### config.mk
export PLATFORM = sky130hd
export DESIGN_NAME = video_mode_sched_flat
export DESIGN_NICKNAME = d
export VERILOG_FILES = /design/src/rtl/video_mode_sched_if.sv /design/src/rtl/video_mode_sched.sv /design/src/flat_wrapper.sv
export SDC_FILE = /design/constraint.sdc
export NUM_CORES = 1
export LEC_CHECK = 0
export ABC_AREA = 1
export BUFFER_PORTS_ARGS = -buffer_cell sky130_fd_sc_hd__buf_2
export CAP_MARGIN = 30
export CORE_MARGIN = 3
export CORE_UTILIZATION = 40
export DETAILED_ROUTE_END_ITERATION = 10
export PLACE_DENSITY = 0.67
export SETUP_SLACK_MARGIN = 0.4
export SYNTH_ARGS = -nofsm -noshare
export SYNTH_HDL_FRONTEND = slang
export SYNTH_SLANG_ARGS = --single-unit
### constraint.sdc
create_clock -name clock -period 4.21 [get_ports clock]
set_clock_uncertainty 0.2 [all_clocks]
set_input_delay 0.421 -clock clock [delete_from_list [all_inputs] [get_ports clock]]
set_output_delay 0.421 -clock clock [all_outputs]
set_load 0.01 [all_outputs]
### src/rtl/video_mode_sched_if.sv
// video_mode_sched_if: host mode-change handshake (four-phase level).
// master drives req/mode and reads ack; slave is the scheduler side.
interface video_mode_sched_if;
  logic       host_req;
  logic [7:0] host_mode;
  logic       host_ack;

  modport master (
    output host_req,
    output host_mode,
    input  host_ack
  );

  modport slave (
    input  host_req,
    input  host_mode,
    output host_ack
  );
endinterface

### src/rtl/video_mode_sched.sv
// video_mode_sched: commits the 8-bit image_mode word only at vsync fall.
// Ports: clock/reset_n, vs_i, host handshake (if), auto_* alternation
//   controls, image_mode_o/mode_update_o/commit_src_o/busy_o/frame_cnt_o.
// Optional auto alternation: define VIDEO_MODE_SCHED_AUTO_EN.
module video_mode_sched #(
  parameter logic [7:0] RESET_MODE = 8'h00,
  parameter int         CNT_W      = 16
) (
  input  logic             clock,
  input  logic             reset_n,
  input  logic             vs_i,
  video_mode_sched_if.slave host,
  input  logic             auto_en_i,
  input  logic [7:0]       auto_period_i,
  input  logic [7:0]       auto_mode_a_i,
  input  logic [7:0]       auto_mode_b_i,
  output logic [7:0]       image_mode_o,
  output logic             mode_update_o,
  output logic             commit_src_o,
  output logic             busy_o,
  output logic [CNT_W-1:0] frame_cnt_o
);

  typedef enum logic [1:0] {
    IDLE, HOST_PEND, AUTO_PEND, HOST_ACK
  } state_e;

  state_e           state_q, state_d;
  logic             vs_d0_q;
  logic             vs_fall;
  logic [7:0]       pend_mode_q, pend_mode_d;
  logic [7:0]       image_mode_q, image_mode_d;
  logic             mode_update_q, mode_update_d;
  logic             commit_src_q, commit_src_d;
  logic             host_ack_q, host_ack_d;
  logic             busy_q, busy_d;
  logic [CNT_W-1:0] frame_cnt_q, frame_cnt_d;
  logic             auto_go;
  logic [7:0]       auto_val;

  assign vs_fall = vs_d0_q & ~vs_i;

`ifdef VIDEO_MODE_SCHED_AUTO_EN
  logic [7:0] auto_cnt_q, auto_cnt_d;
  logic [7:0] auto_per;
  logic       auto_pend_q, auto_pend_d;
  logic       alt_sel_q, alt_sel_d;
  logic       auto_commit;

  assign auto_commit = (state_q == AUTO_PEND) & vs_fall;
  assign auto_go     = auto_pend_q;
  assign auto_val    = alt_sel_q ? auto_mode_b_i
                                 : auto_mode_a_i;
  assign auto_per    = (auto_period_i == 8'd0) ? 8'd1
                                               : auto_period_i;

  // The committing edge restarts the count and is itself the first
  // frame of the new period, so period N yields a commit every N frames.
  always_comb begin
    auto_cnt_d  = auto_cnt_q;
    auto_pend_d = auto_pend_q;
    alt_sel_d   = alt_sel_q ^ auto_commit;
    if (auto_commit) begin
      auto_cnt_d  = 8'd0;
      auto_pend_d = 1'b0;
    end
    if (!auto_en_i) begin
      auto_cnt_d  = 8'd0;
      auto_pend_d = 1'b0;
    end else if (vs_fall && !auto_pend_d) begin
      if ({1'b0, auto_cnt_d} + 9'd1 >= {1'b0, auto_per})
        auto_pend_d = 1'b1;
      else
        auto_cnt_d = auto_cnt_d + 8'd1;
    end
  end

  always_ff @(posedge clock or negedge reset_n) begin
    if (!reset_n) begin
      auto_cnt_q  <= 8'd0;
      auto_pend_q <= 1'b0;
      alt_sel_q   <= 1'b0;
    end else begin
      auto_cnt_q  <= auto_cnt_d;
      auto_pend_q <= auto_pend_d;
      alt_sel_q   <= alt_sel_d;
    end
  end
`else
  logic unused_auto;
  assign unused_auto = ^{auto_en_i, auto_period_i,
                         auto_mode_a_i, auto_mode_b_i};
  assign auto_go     = 1'b0;
  assign auto_val    = 8'h00;
`endif

  always_ff @(posedge clock or negedge reset_n) begin
    if (!reset_n) state_q <= IDLE;
    else          state_q <= state_d;
  end

  always_comb begin
    state_d = state_q;
    case (state_q)
      IDLE: begin
        if (host.host_req) state_d = HOST_PEND;
        else if (auto_go)  state_d = AUTO_PEND;
      end
      HOST_PEND: if (vs_fall)         state_d = HOST_ACK;
      AUTO_PEND: if (vs_fall)         state_d = IDLE;
      HOST_ACK:  if (!host.host_req)  state_d = IDLE;
      default:                        state_d = IDLE;
    endcase
  end

  always_comb begin
    pend_mode_d   = pend_mode_q;
    image_mode_d  = image_mode_q;
    mode_update_d = 1'b0;
    commit_src_d  = commit_src_q;
    host_ack_d    = host_ack_q;
    frame_cnt_d   = frame_cnt_q + {{(CNT_W-1){1'b0}}, vs_fall};
    busy_d        = (state_d != IDLE);
    case (state_q)
      IDLE: begin
        if (host.host_req) pend_mode_d = host.host_mode;
        else if (auto_go)  pend_mode_d = auto_val;
      end
      HOST_PEND: begin
        if (vs_fall) begin
          image_mode_d  = pend_mode_q;
          mode_update_d = 1'b1;
          commit_src_d  = 1'b0;
          host_ack_d    = 1'b1;
        end
      end
      AUTO_PEND: begin
        if (vs_fall) begin
          image_mode_d  = pend_mode_q;
          mode_update_d = 1'b1;
          commit_src_d  = 1'b1;
        end
      end
      HOST_ACK: if (!host.host_req) host_ack_d = 1'b0;
      default: ;
    endcase
  end

  always_ff @(posedge clock or negedge reset_n) begin
    if (!reset_n) begin
      vs_d0_q       <= 1'b0;
      pend_mode_q   <= 8'h00;
      image_mode_q  <= RESET_MODE;
      mode_update_q <= 1'b0;
      commit_src_q  <= 1'b0;
      host_ack_q    <= 1'b0;
      busy_q        <= 1'b0;
      frame_cnt_q   <= '0;
    end else begin
      vs_d0_q       <= vs_i;
      pend_mode_q   <= pend_mode_d;
      image_mode_q  <= image_mode_d;
      mode_update_q <= mode_update_d;
      commit_src_q  <= commit_src_d;
      host_ack_q    <= host_ack_d;
      busy_q        <= busy_d;
      frame_cnt_q   <= frame_cnt_d;
    end
  end

  assign image_mode_o  = image_mode_q;
  assign mode_update_o = mode_update_q;
`ifdef VIDEO_MODE_SCHED_AUTO_EN
  assign commit_src_o  = commit_src_q;
`else
  logic unused_src;
  assign unused_src    = commit_src_q;
  assign commit_src_o  = 1'b0;
`endif
  assign busy_o        = busy_q;
  assign frame_cnt_o   = frame_cnt_q;
  assign host.host_ack = host_ack_q;

endmodule
### src/flat_wrapper.sv
// flat-port wrapper written by rule: the top's interface ports become plain ports
module video_mode_sched_flat 
#(
  parameter logic [7:0] RESET_MODE = 8'h00,
  parameter int         CNT_W      = 16
)
  (clock, reset_n, vs_i, auto_en_i, auto_period_i, auto_mode_a_i, auto_mode_b_i, image_mode_o, mode_update_o, commit_src_o, busy_o, frame_cnt_o, host_host_req, host_host_mode, host_host_ack);
  video_mode_sched_if host_i ();
  input  logic clock;
  input  logic reset_n;
  input  logic vs_i;
  input  logic auto_en_i;
  input  logic [7:0] auto_period_i;
  input  logic [7:0] auto_mode_a_i;
  input  logic [7:0] auto_mode_b_i;
  output logic [7:0] image_mode_o;
  output logic mode_update_o;
  output logic commit_src_o;
  output logic busy_o;
  output logic [CNT_W-1:0] frame_cnt_o;
  input wire logic [$bits(host_i.host_req)-1:0] host_host_req;
  input wire logic [$bits(host_i.host_mode)-1:0] host_host_mode;
  output wire logic [$bits(host_i.host_ack)-1:0] host_host_ack;
  assign host_i.host_req = host_host_req;
  assign host_i.host_mode = host_host_mode;
  assign host_host_ack = host_i.host_ack;
  video_mode_sched #(.RESET_MODE(RESET_MODE), .CNT_W(CNT_W)) u_core (.clock(clock), .reset_n(reset_n), .vs_i(vs_i), .host(host_i), .auto_en_i(auto_en_i), .auto_period_i(auto_period_i), .auto_mode_a_i(auto_mode_a_i), .auto_mode_b_i(auto_mode_b_i), .image_mode_o(image_mode_o), .mode_update_o(mode_update_o), .commit_src_o(commit_src_o), .busy_o(busy_o), .frame_cnt_o(frame_cnt_o));
endmodule
==> impl_metrics.json <==
{
  "cts_buffers": 5,
  "pre_cts_ws_ps": 2150,
  "fin_util_pct": 50.0,
  "port_buffers": 38,
  "leakagePower_nw": 1.08,
  "yosysSeqAreaShare_pct": 56.2,
  "io_pins": 65,
  "relSlewSlack_pct": 44.7,
  "cts_tree": "built",
  "num_rows": 23,
  "clockBufferDepth": 2,
  "gp_congestion": 0.715,
  "gr-total-overflow": 0,
  "path_clk_slew_ps": 80,
  "grt_pass1_wl_um": 5340,
  "hp-class": "in2async",
  "worstPathArrival_ps": 1790,
  "min_period_ps": 1810,
  "crit_type": "reg2reg",
  "ys.warnings.count": 0,
  "cp-end-kind": "flip-flop",
  "worst_slew_pin_slew_ps": 829,
  "critPathBufInv": 1,
  "crit_start": "u_core.vs_d0_q$_DFF_PN0_",
  "clk_latency_ps": 290,
  "grt_pass1_vias": 1231,
  "antenna_found_initial": 0,
  "slew_violations": 0,
  "start_kind": "flip-flop",
  "dpl_cell_area_sq_mm": 0.00192,
  "dr.first_iter.drc_count": 31,
  "cts_setup_buffers": 0,
  "drc": 0,
  "syn-num-nets": 216,
  "grt_usage_pct": 13.7,
  "ant_nets": 0,
  "die_w_um": 71.0,
  "required_ps": 4190,
  "wl_um": 3050,
  "crit_cells": 9,
  "layout_setup_ws_ps": 2400,
  "yosysUniqueCellTypes": 28,
  "syn_inst": 172,
  "setup_viol": 0,
  "vias": 1233,
  "route.detailed.wl_per_inst_um": 11.5,
  "areaGrowthSynthToFinish_pct": 19.2,
  "final_cell_mix": "nand2_1 (49), buf_2 (38), dfrtp_1 (38), inv_1 (17), nor2_1 (11)",
  "crit_family": "simple AND/OR/NAND/NOR gates",
  "htreeDepth": 2,
  "slowest_delay_ps": 330,
  "final_common_cell": "nand2_1",
  "fin_crit_sh_pct": 43.0,
  "path_cells": "nand2_1 > inv_2 > ha_1 > ha_1 > nand3_2 > nor2_4 > nand2_4 > o21ai_1 > nand2_1",
  "grt_max_degree": 39,
  "firstDrtPassIters": 4,
  "ctsResizeCount": 0,
  "clkSinkCount": 38,
  "worstReg2RegStart": "u_core.vs_d0_q$_DFF_PN0_",
  "crit_fanout": 5,
  "max_cap_violations": 0,
  "drive_gt1_share_pct": 28.8,
  "rsz0062_at_grt": "no",
  "dp_hpwl_um": 2200,
  "finalHoldViolCount": 0,
  "clock-root-buffer": "clkbuf_8",
  "p_per_area_mw_per_mm2": 574,
  "start_util_pct": 42.0,
  "hold_buffers": 0,
  "fp.dieArea_sq_mm": 0.00505,
  "viasPerCell": 4.65,
  "fin_nets": 258,
  "reg2regPathDepth": 9,
  "diodes": 0,
  "status": "finished, final reports clean",
  "ys_ff_latch": 38,
  "timing.setup.tns_ps": 0,
  "stdcell_area_sq_mm": 0.00202,
  "max_freq_mhz": 552,
  "peakVddDrop_mv": 0.232,
  "syn_area_sq_mm": 0.00169,
  "core_area_sq_mm": 0.00403,
  "syn_area_per_cell_sq_um": 9.84,
  "die_y_um": 71.0,
  "slowest_stage": "dfrtp_1"
}
[flip-flops by register name, summed over array words and instances (netlist names)]
register and flops:
u_core.frame_cnt_o 16, u_core.mode_update_o 1, u_core.busy_o 1, u_core.pend_mode_q 8, u_core.state_q 2, u_core.host.host_ack 1
u_core.vs_d0_q 1, u_core.image_mode_o 8
[synthesized netlist by cell type]
master | instances | share of area (%)
inv_2 | 1 | 0.22
nand2_4 | 1 | 0.67
nand2_2 | 1 | 0.37
dfrtp_1 | 38 | 56
xor2_1 | 5 | 2.6
nand3_2 | 2 | 1.2
nor3_1 | 2 | 0.59
nor2_1 | 11 | 2.4
nand4_1 | 2 | 0.74
o21ai_0 | 3 | 0.89
or2_2 | 1 | 0.37
a21oi_1 | 4 | 1.2
buf_2 | 1 | 0.30
nand3_1 | 4 | 1.2
nor2_2 | 3 | 1.1
ha_1 | 7 | 5.2
nor2_4 | 1 | 0.67
inv_1 | 17 | 3.8
xnor2_1 | 5 | 2.6
buf_4 | 1 | 0.44
mux2_2 | 5 | 3.3
a211oi_1 | 1 | 0.44
a31oi_1 | 1 | 0.37
o21ai_2 | 1 | 0.52
conb_1 | 1 | 0.22
o21ai_1 | 3 | 0.89
buf_6 | 1 | 0.67
nand2_1 | 49 | 11
[through the flow]
step	std cells	total power, mW	hold slack (ps)
3_5_place_dp	257	0.912	255
6_report	265	1.16	20.8
3_3_place_gp	257	0.896	246
2_1_floorplan	172	0.784	-74.6
5_1_grt	265	1.26	26.2
4_1_cts	265	1.18	33.3
[final timing paths]
path | to | slack (ps)
max reg2reg | u_core.frame_cnt_o[12]$_DFF_PN0_ | 2400
min in group clock | u_core.vs_d0_q$_DFF_PN0_ | 50
max | u_core.frame_cnt_o[12]$_DFF_PN0_ | 2400
min | u_core.frame_cnt_o[4]$_DFF_PN0_ | 20
min reg2reg | u_core.image_mode_o[6]$_DFFE_PN0P_ | 270
max in group asynchronous | u_core.frame_cnt_o[11]$_DFF_PN0_ | 3260
[cells by family (layout without fill, tap and decap cells)]
family	Yosys count	after routing	share of synthesized area, %
fa+ha+maj	7	7	5.18
mux	5	5	3.33
buf+inv	21	64	5.40
flops	38	38	56.2
other cells	1	1	0.222
xor+xnor	10	10	5.18
simple gates	77	77	20.2
compound gates	13	13	4.29
[cell type report]
type / count / area [sq um]
flip-flops and latches: 38 / 951
well taps: 50 / 62.6
multi-input cells: 113 / 649
clock inverters: 2 / 12.5
repair buffers: 38 / 190
fillers: 400 / 2010
inverters: 18 / 67.6
clock buffers: 6 / 82.6
[layer usage]
layer	up-vias	part of all wire [%]	global-route usage (%)	wire, um
li1	615	-	-	-
met5	-	0	0	0
met2	29	47	22.1	1420
met3	7	6.1	5.11	186
met1	582	45	16.0	1370
met4	0	2.3	6.89	71
[power by group]
part           switching [mW]  total [mW]  internal [mW]
Sequential             0.0742       0.558          0.484
Combinational           0.189       0.338          0.149
Clock                   0.129       0.261          0.132
[worst reg2reg max path: cells and delay by family (launching register included)]
family / cells / cell delay [ps]
AND/OR/NAND/NOR: 5 / 550
adder cells (fa/ha/maj): 2 / 400
flip-flops: 1 / 330
AO/OA/AOI/OAI: 1 / 140
buffers and inverters: 1 / 100
No activity file was read; power rests on OpenSTA's default activity.
